<file path="src/rtl/sync_fifo_pkg.sv">
// Shared parameter defaults, derived widths and the threshold legality check
// for the single-clock FIFO.
package sync_fifo_pkg;

  localparam int unsigned DSIZE_DEF     = 8;
  localparam int unsigned ASIZE_DEF     = 4;
  localparam int unsigned AEMPTY_TH_DEF = 2;

  function automatic int unsigned depth_of(input int unsigned asize);
    return 32'(1) << asize;
  endfunction

  // Occupancy must represent 0..DEPTH inclusive, hence one extra bit.
  function automatic int unsigned cnt_width(input int unsigned asize);
    return asize + 32'(1);
  endfunction

  function automatic int unsigned afull_th_def(input int unsigned asize);
    return depth_of(asize) - 32'(2);
  endfunction

  function automatic bit thresholds_ok(input int unsigned asize,
                                       input int unsigned afull_th,
                                       input int unsigned aempty_th);
    return (afull_th >= 32'(1)) && (afull_th <= depth_of(asize)) &&
           (aempty_th <= depth_of(asize) - 32'(1));
  endfunction

endpackage

</file>
<file path="src/rtl/sync_fifo_mem.sv">
// DEPTH x DSIZE dual-port storage: synchronous write, asynchronous read.
// Contents are deliberately not reset.
module sync_fifo_mem
  import sync_fifo_pkg::*;
#(
  parameter int unsigned DSIZE = DSIZE_DEF,
  parameter int unsigned ASIZE = ASIZE_DEF
) (
  input  logic             clk,
  input  logic             wen,
  input  logic [ASIZE-1:0] waddr,
  input  logic [DSIZE-1:0] wdata,
  input  logic [ASIZE-1:0] raddr,
  output logic [DSIZE-1:0] rdata
);

  localparam int unsigned DEPTH = depth_of(ASIZE);

  logic [DSIZE-1:0] mem [DEPTH];

  always_ff @(posedge clk) begin
    if (wen) mem[waddr] <= wdata;
  end

  assign rdata = mem[raddr];

endmodule

</file>
<file path="src/rtl/sync_fifo_flags.sv">
// Single-clock FIFO with occupancy count, almost-full/empty thresholds and
// sticky overflow/underflow. Define SYNC_FIFO_FWFT_EN for first-word-fall-through.
module sync_fifo_flags
  import sync_fifo_pkg::*;
#(
  parameter int unsigned DSIZE     = DSIZE_DEF,
  parameter int unsigned ASIZE     = ASIZE_DEF,
  parameter int unsigned AFULL_TH  = afull_th_def(ASIZE),
  parameter int unsigned AEMPTY_TH = AEMPTY_TH_DEF
) (
  input  logic             clk,
  input  logic             rst,
  input  logic             clr,
  input  logic [DSIZE-1:0] wdata,
  input  logic             winc,
  input  logic             rinc,
  output logic [DSIZE-1:0] rdata,
  output logic             wfull,
  output logic             rempty,
  output logic             walmost_full,
  output logic             ralmost_empty,
  output logic [ASIZE:0]   count,
  output logic             overflow,
  output logic             underflow
);

  localparam int unsigned DEPTH = depth_of(ASIZE);
  localparam int unsigned CW    = cnt_width(ASIZE);

  if (!thresholds_ok(ASIZE, AFULL_TH, AEMPTY_TH)) begin : g_bad_threshold
    $error("sync_fifo_flags: AFULL_TH or AEMPTY_TH outside legal range");
  end

  logic [CW-1:0]    wptr;
  logic [CW-1:0]    rptr;
  logic [CW-1:0]    wptr_nxt;
  logic [CW-1:0]    rptr_nxt;
  logic [CW-1:0]    cnt_nxt;
  logic             ovf_nxt;
  logic             udf_nxt;
  logic             wen;
  logic             ren;
  logic             mem_wen;
  logic [DSIZE-1:0] mem_rdata;

  // Acceptance looks only at registered flags, never at the opposite port.
  assign wen     = winc & ~wfull;
  assign ren     = rinc & ~rempty;
  assign mem_wen = wen & ~clr;

  sync_fifo_mem #(
    .DSIZE (DSIZE),
    .ASIZE (ASIZE)
  ) u_mem (
    .clk   (clk),
    .wen   (mem_wen),
    .waddr (wptr[ASIZE-1:0]),
    .wdata (wdata),
    .raddr (rptr[ASIZE-1:0]),
    .rdata (mem_rdata)
  );

  // Next pointer/count/error state; flush overrides both ports.
  always_comb begin
    wptr_nxt = wptr;
    rptr_nxt = rptr;
    cnt_nxt  = count;
    ovf_nxt  = overflow | (winc & wfull);
    udf_nxt  = underflow | (rinc & rempty);
    if (clr) begin
      wptr_nxt = '0;
      rptr_nxt = '0;
      cnt_nxt  = '0;
      ovf_nxt  = 1'b0;
      udf_nxt  = 1'b0;
    end else begin
      if (wen) wptr_nxt = wptr + CW'(1);
      if (ren) rptr_nxt = rptr + CW'(1);
      case ({wen, ren})
        2'b10:   cnt_nxt = count + CW'(1);
        2'b01:   cnt_nxt = count - CW'(1);
        default: cnt_nxt = count;
      endcase
    end
  end

  // Flags are registered from the next count so they always match count.
  always_ff @(posedge clk or posedge rst) begin
    if (rst) begin
      wptr          <= '0;
      rptr          <= '0;
      count         <= '0;
      overflow      <= 1'b0;
      underflow     <= 1'b0;
      wfull         <= 1'b0;
      rempty        <= 1'b1;
      walmost_full  <= 1'b0;
      ralmost_empty <= 1'b1;
    end else begin
      wptr          <= wptr_nxt;
      rptr          <= rptr_nxt;
      count         <= cnt_nxt;
      overflow      <= ovf_nxt;
      underflow     <= udf_nxt;
      wfull         <= (cnt_nxt == CW'(DEPTH));
      rempty        <= (cnt_nxt == '0);
      walmost_full  <= (cnt_nxt >= CW'(AFULL_TH));
      ralmost_empty <= (cnt_nxt <= CW'(AEMPTY_TH));
    end
  end

`ifdef SYNC_FIFO_FWFT_EN
  assign rdata = mem_rdata;
`else
  always_ff @(posedge clk or posedge rst) begin
    if (rst) begin
      rdata <= '0;
    end else if (ren & ~clr) begin
      rdata <= mem_rdata;
    end
  end
`endif

endmodule
</file>
<file path="config.mk">
export PLATFORM = sky130hd
export DESIGN_NAME = sync_fifo_flags
export DESIGN_NICKNAME = d
export VERILOG_FILES = /design/src/rtl/sync_fifo_pkg.sv /design/src/rtl/sync_fifo_mem.sv /design/src/rtl/sync_fifo_flags.sv
export SDC_FILE = /design/constraint.sdc
export NUM_CORES = 1
export LEC_CHECK = 0
export ABC_AREA = 1
export CAP_MARGIN = 20
export CORE_ASPECT_RATIO = 0.9
export CORE_MARGIN = 3
export CORE_UTILIZATION = 60
export CTS_CLUSTER_SIZE = 12
export DETAILED_ROUTE_END_ITERATION = 10
export PLACE_DENSITY = 0.79
export SETUP_SLACK_MARGIN = 0.05
export SYNTH_ARGS = -nofsm -noshare
export SYNTH_HDL_FRONTEND = slang
export SYNTH_SLANG_ARGS = --single-unit
</file>
<file path="constraint.sdc">
create_clock -name clk -period 2.2 [get_ports clk]
set_clock_uncertainty 0.1 [all_clocks]
set_input_delay 0.44 -clock clk [delete_from_list [all_inputs] [get_ports clk]]
set_output_delay 0.44 -clock clk [all_outputs]
set_load 0.05 [all_outputs]
</file>
==> reports/results.ini <==
[routing]
vias = 4483
top_layer = met4
dr.pass1.iters = 6
drt_iter0_drc = 467
vias_per_cell = 5.99
post_drt_wl_per_cell_um = 19.3
drc = 0
ant_nets = 0
dr_wl_met3_mm = 1.03
wl_mm = 14.4
dr_wl_met2_mm = 7.30
wl_met1_mm = 5.74

[sta]
setup_viol = 0
tightest_slew_ps = 605
worst_slack_ps = 101
hold_viol_final = 0
slew_headroom_pct = 59.5
final_max_slew_viol_count = 0
holdWs_ps = 242
fmax_mhz = 476
fin_crit_sh_pct = 95.4
rsz0062_at_grt = no
layout_min_cycle_time_ps = 2100

[global_routing]
antenna_found_initial = 0
grt_usage_pct = 25.2
grt_pass1_wl_mm = 23.0
grt_pass1_vias = 4501
grt_max_degree = 49
grt.overflow.total = 0

[yosys]
synth_flop_cell = edfxtp_1
ys_seq_elements = 155
synth.cell_area_mm2 = 0.00649
syn_area_per_cell_um2 = 12.0
ys_seq_area_share_pct = 69.7
ys_types = 30
synth_edf_count = 128
syn_inst = 539
ys.warnings.count = 0
ys_async_sr_fraction_pct = 17.4
syn_nets = 559

[setup_path]
slowest_delay_ps = 810
slowest_stage = clkdlybuf4s50_1
reg2reg_setup_slack_ps = 210
path_delay_family = buffers and inverters
reg2reg_from = rempty$_DFF_PP1_
critPathRequiredTime_ps = 1660
regToRegEndpoint = wfull$_DFF_PP0_
worst-setup-path-type = flop to primary output
path_cells = clkdlybuf4s50_1
cp_num_buf_inv = 1
crit_arrival_ps = 1560
end_kind = primary output
r2r_cells = 10
crit_fanout = 2
start_kind = flop

[floorplanning]
die_x_um = 116
design.core.area_mm2 = 0.0104
row_count = 35
ios = 32
die_y_um = 105
dieArea_mm2 = 0.0121
initial_core_util_pct = 62.5

[cells_and_area]
antenna_cells = 0
layout_commonest_cell = edfxtp_1
final_util_pct = 74.4
drive_above_1_share_pct = 17.3
multi_input_area_mm2 = 0.00171
regArea_mm2 = 0.00452
layout.nets = 626
layout_common_cells = edfxtp_1, nor2_1, o21ai_0
areaGrowthSynthToFinish_pct = 18.9
fillers = 666

[clock_tree]
cts_root_buf = clkbuf_16
clk_pin_slew_worst_paths_ps = 60
postCtsSetupBuffers = 0
cts_max_level = 4
cts_hold_buf = 0
cts_sinks = 155
cts_tree = done
clock_latency_ps = 420
max-clock-path-buffers = 2
numCtsBuffers = 17

[hold_path]
worstHoldStart = rinc
min_to = underflow$_DFF_PP0_
hold_class = input port to flop
holdPathStages = 3

[pwr]
power.total_w = 0.00850
ir_drop_mv = 0.863
p_switching_w = 0.00288
switching_share_pct = 33.9
power.internal_w = 0.00561
power_density_mw_per_mm2 = 1100
p_leak_nw = 2.99
power_frac_seq_pct = 41.4
power.share.clock_pct = 32.1
combinationalPowerShare_pct = 26.5

[status]
outcome = complete, no violations

[run]
maxCapViolCount = 0

[placed_design]
gp_congestion = 0.842
place_ws_ps = -223
numPortBuffers = 31
dp_hpwl_mm = 9.26

cell type report:
cell class / instances / share of cell area [%]
tap: 129 / 2.09
clock inverter: 14 / 1.57
multi-input combinational: 327 / 22.1
inverter: 31 / 1.51
sequential: 155 / 58.6
timing repair buffer: 74 / 8.45
clock buffer: 18 / 5.69
repair_timing:
action / in CTS / in global routing
endpoints found under the setup margin: 7 / 8
pin swaps: 0 / 2
resized for setup: 7 / 8
flip-flops by register name (all words and copies together) (netlist names):
| signal | cells |
|---|---|
| u_mem.mem | 128 |
| rdata | 8 |
| count | 5 |
| rptr | 4 |
| wptr | 4 |
| overflow | 1 |
| ralmost_empty | 1 |
| rempty | 1 |
| underflow | 1 |
| walmost_full | 1 |
| wfull | 1 |
Yosys cell counts, types with 2 or more instances:
| cell type | instances | area, µm² |
|---|---|---|
| nand2_1 | 54 | 203 |
| buf_6 | 4 | 45.0 |
| nand3_2 | 4 | 40.0 |
| inv_2 | 6 | 22.5 |
| nand2_2 | 7 | 43.8 |
| nand3_1 | 16 | 80.1 |
| dfstp_2 | 2 | 52.6 |
| nor2_1 | 89 | 334 |
| o21ai_1 | 18 | 90.1 |
| buf_2 | 12 | 60.1 |
| dfrtp_1 | 25 | 626 |
| clkbuf_1 | 8 | 30.0 |
| o221ai_1 | 21 | 184 |
| a21oi_1 | 9 | 45.0 |
| nand3b_1 | 2 | 15.0 |
| nor2_2 | 4 | 25.0 |
| inv_1 | 25 | 93.8 |
| nand2_4 | 4 | 45.0 |
| o22ai_1 | 11 | 68.8 |
| edfxtp_1 | 128 | 3840 |
| nor3_1 | 10 | 50.1 |
| ha_1 | 7 | 87.6 |
| o21ai_0 | 66 | 330 |
worst max-delay path by stage:
stage	startpoint	to	cells past startpoint
floorplan	wfull$_DFF_PP0_	u_mem.mem[10][0]$_DFFE_PP_	5
global placement	rinc	wfull$_DFF_PP0_	17
detailed placement	rinc	wfull$_DFF_PP0_	17
CTS	rdata[2]$_DFFE_PP0P_	rdata[2]	1
global route	wfull$_DFF_PP0_	ralmost_empty$_DFF_PP1_	15
finish	rdata[5]$_DFFE_PP0P_	rdata[5]	1
metal layers:
metal | up-vias | track usage [%]
li1 | 2068 | -
met1 | 2166 | 32.3
met2 | 209 | 41.4
met3 | 40 | 6.14
met4 | 0 | 10.1
met5 | - | 0
power groups by stage:
stage / logic [W] / registers, W / clock network (W)
3_3_place_gp: 0.00223 / 0.00357 / 0
2_1_floorplan: 0.00105 / 0.00406 / 0
3_5_place_dp: 0.00227 / 0.00358 / 0
5_1_grt: 0.00244 / 0.00354 / 0.00289
6_report: 0.00225 / 0.00352 / 0.00273
4_1_cts: 0.00225 / 0.00352 / 0.00275
through the flow:
step / area (µm²) / setup TNS (ps) / std cells
2_1_floorplan: 6490 / 0 / 539
3_3_place_gp: 7150 / -776 / 716
3_5_place_dp: 7150 / -5800 / 716
4_1_cts: 7700 / 0 / 748
5_1_grt: 7720 / 0 / 748
6_report: 7720 / 0 / 748
cell families after synthesis:
family / count (synthesis) / synth area share, %
buffers and inverters: 57 / 4.07
AND/OR/NAND/NOR: 193 / 13.6
adder cells (fa/ha/maj): 7 / 1.35
flip-flops: 155 / 69.7
AO/OA/AOI/OAI: 126 / 11.2
XOR/XNOR: 1 / 0.135
Note: power is estimated with default switching activity, not from simulation.
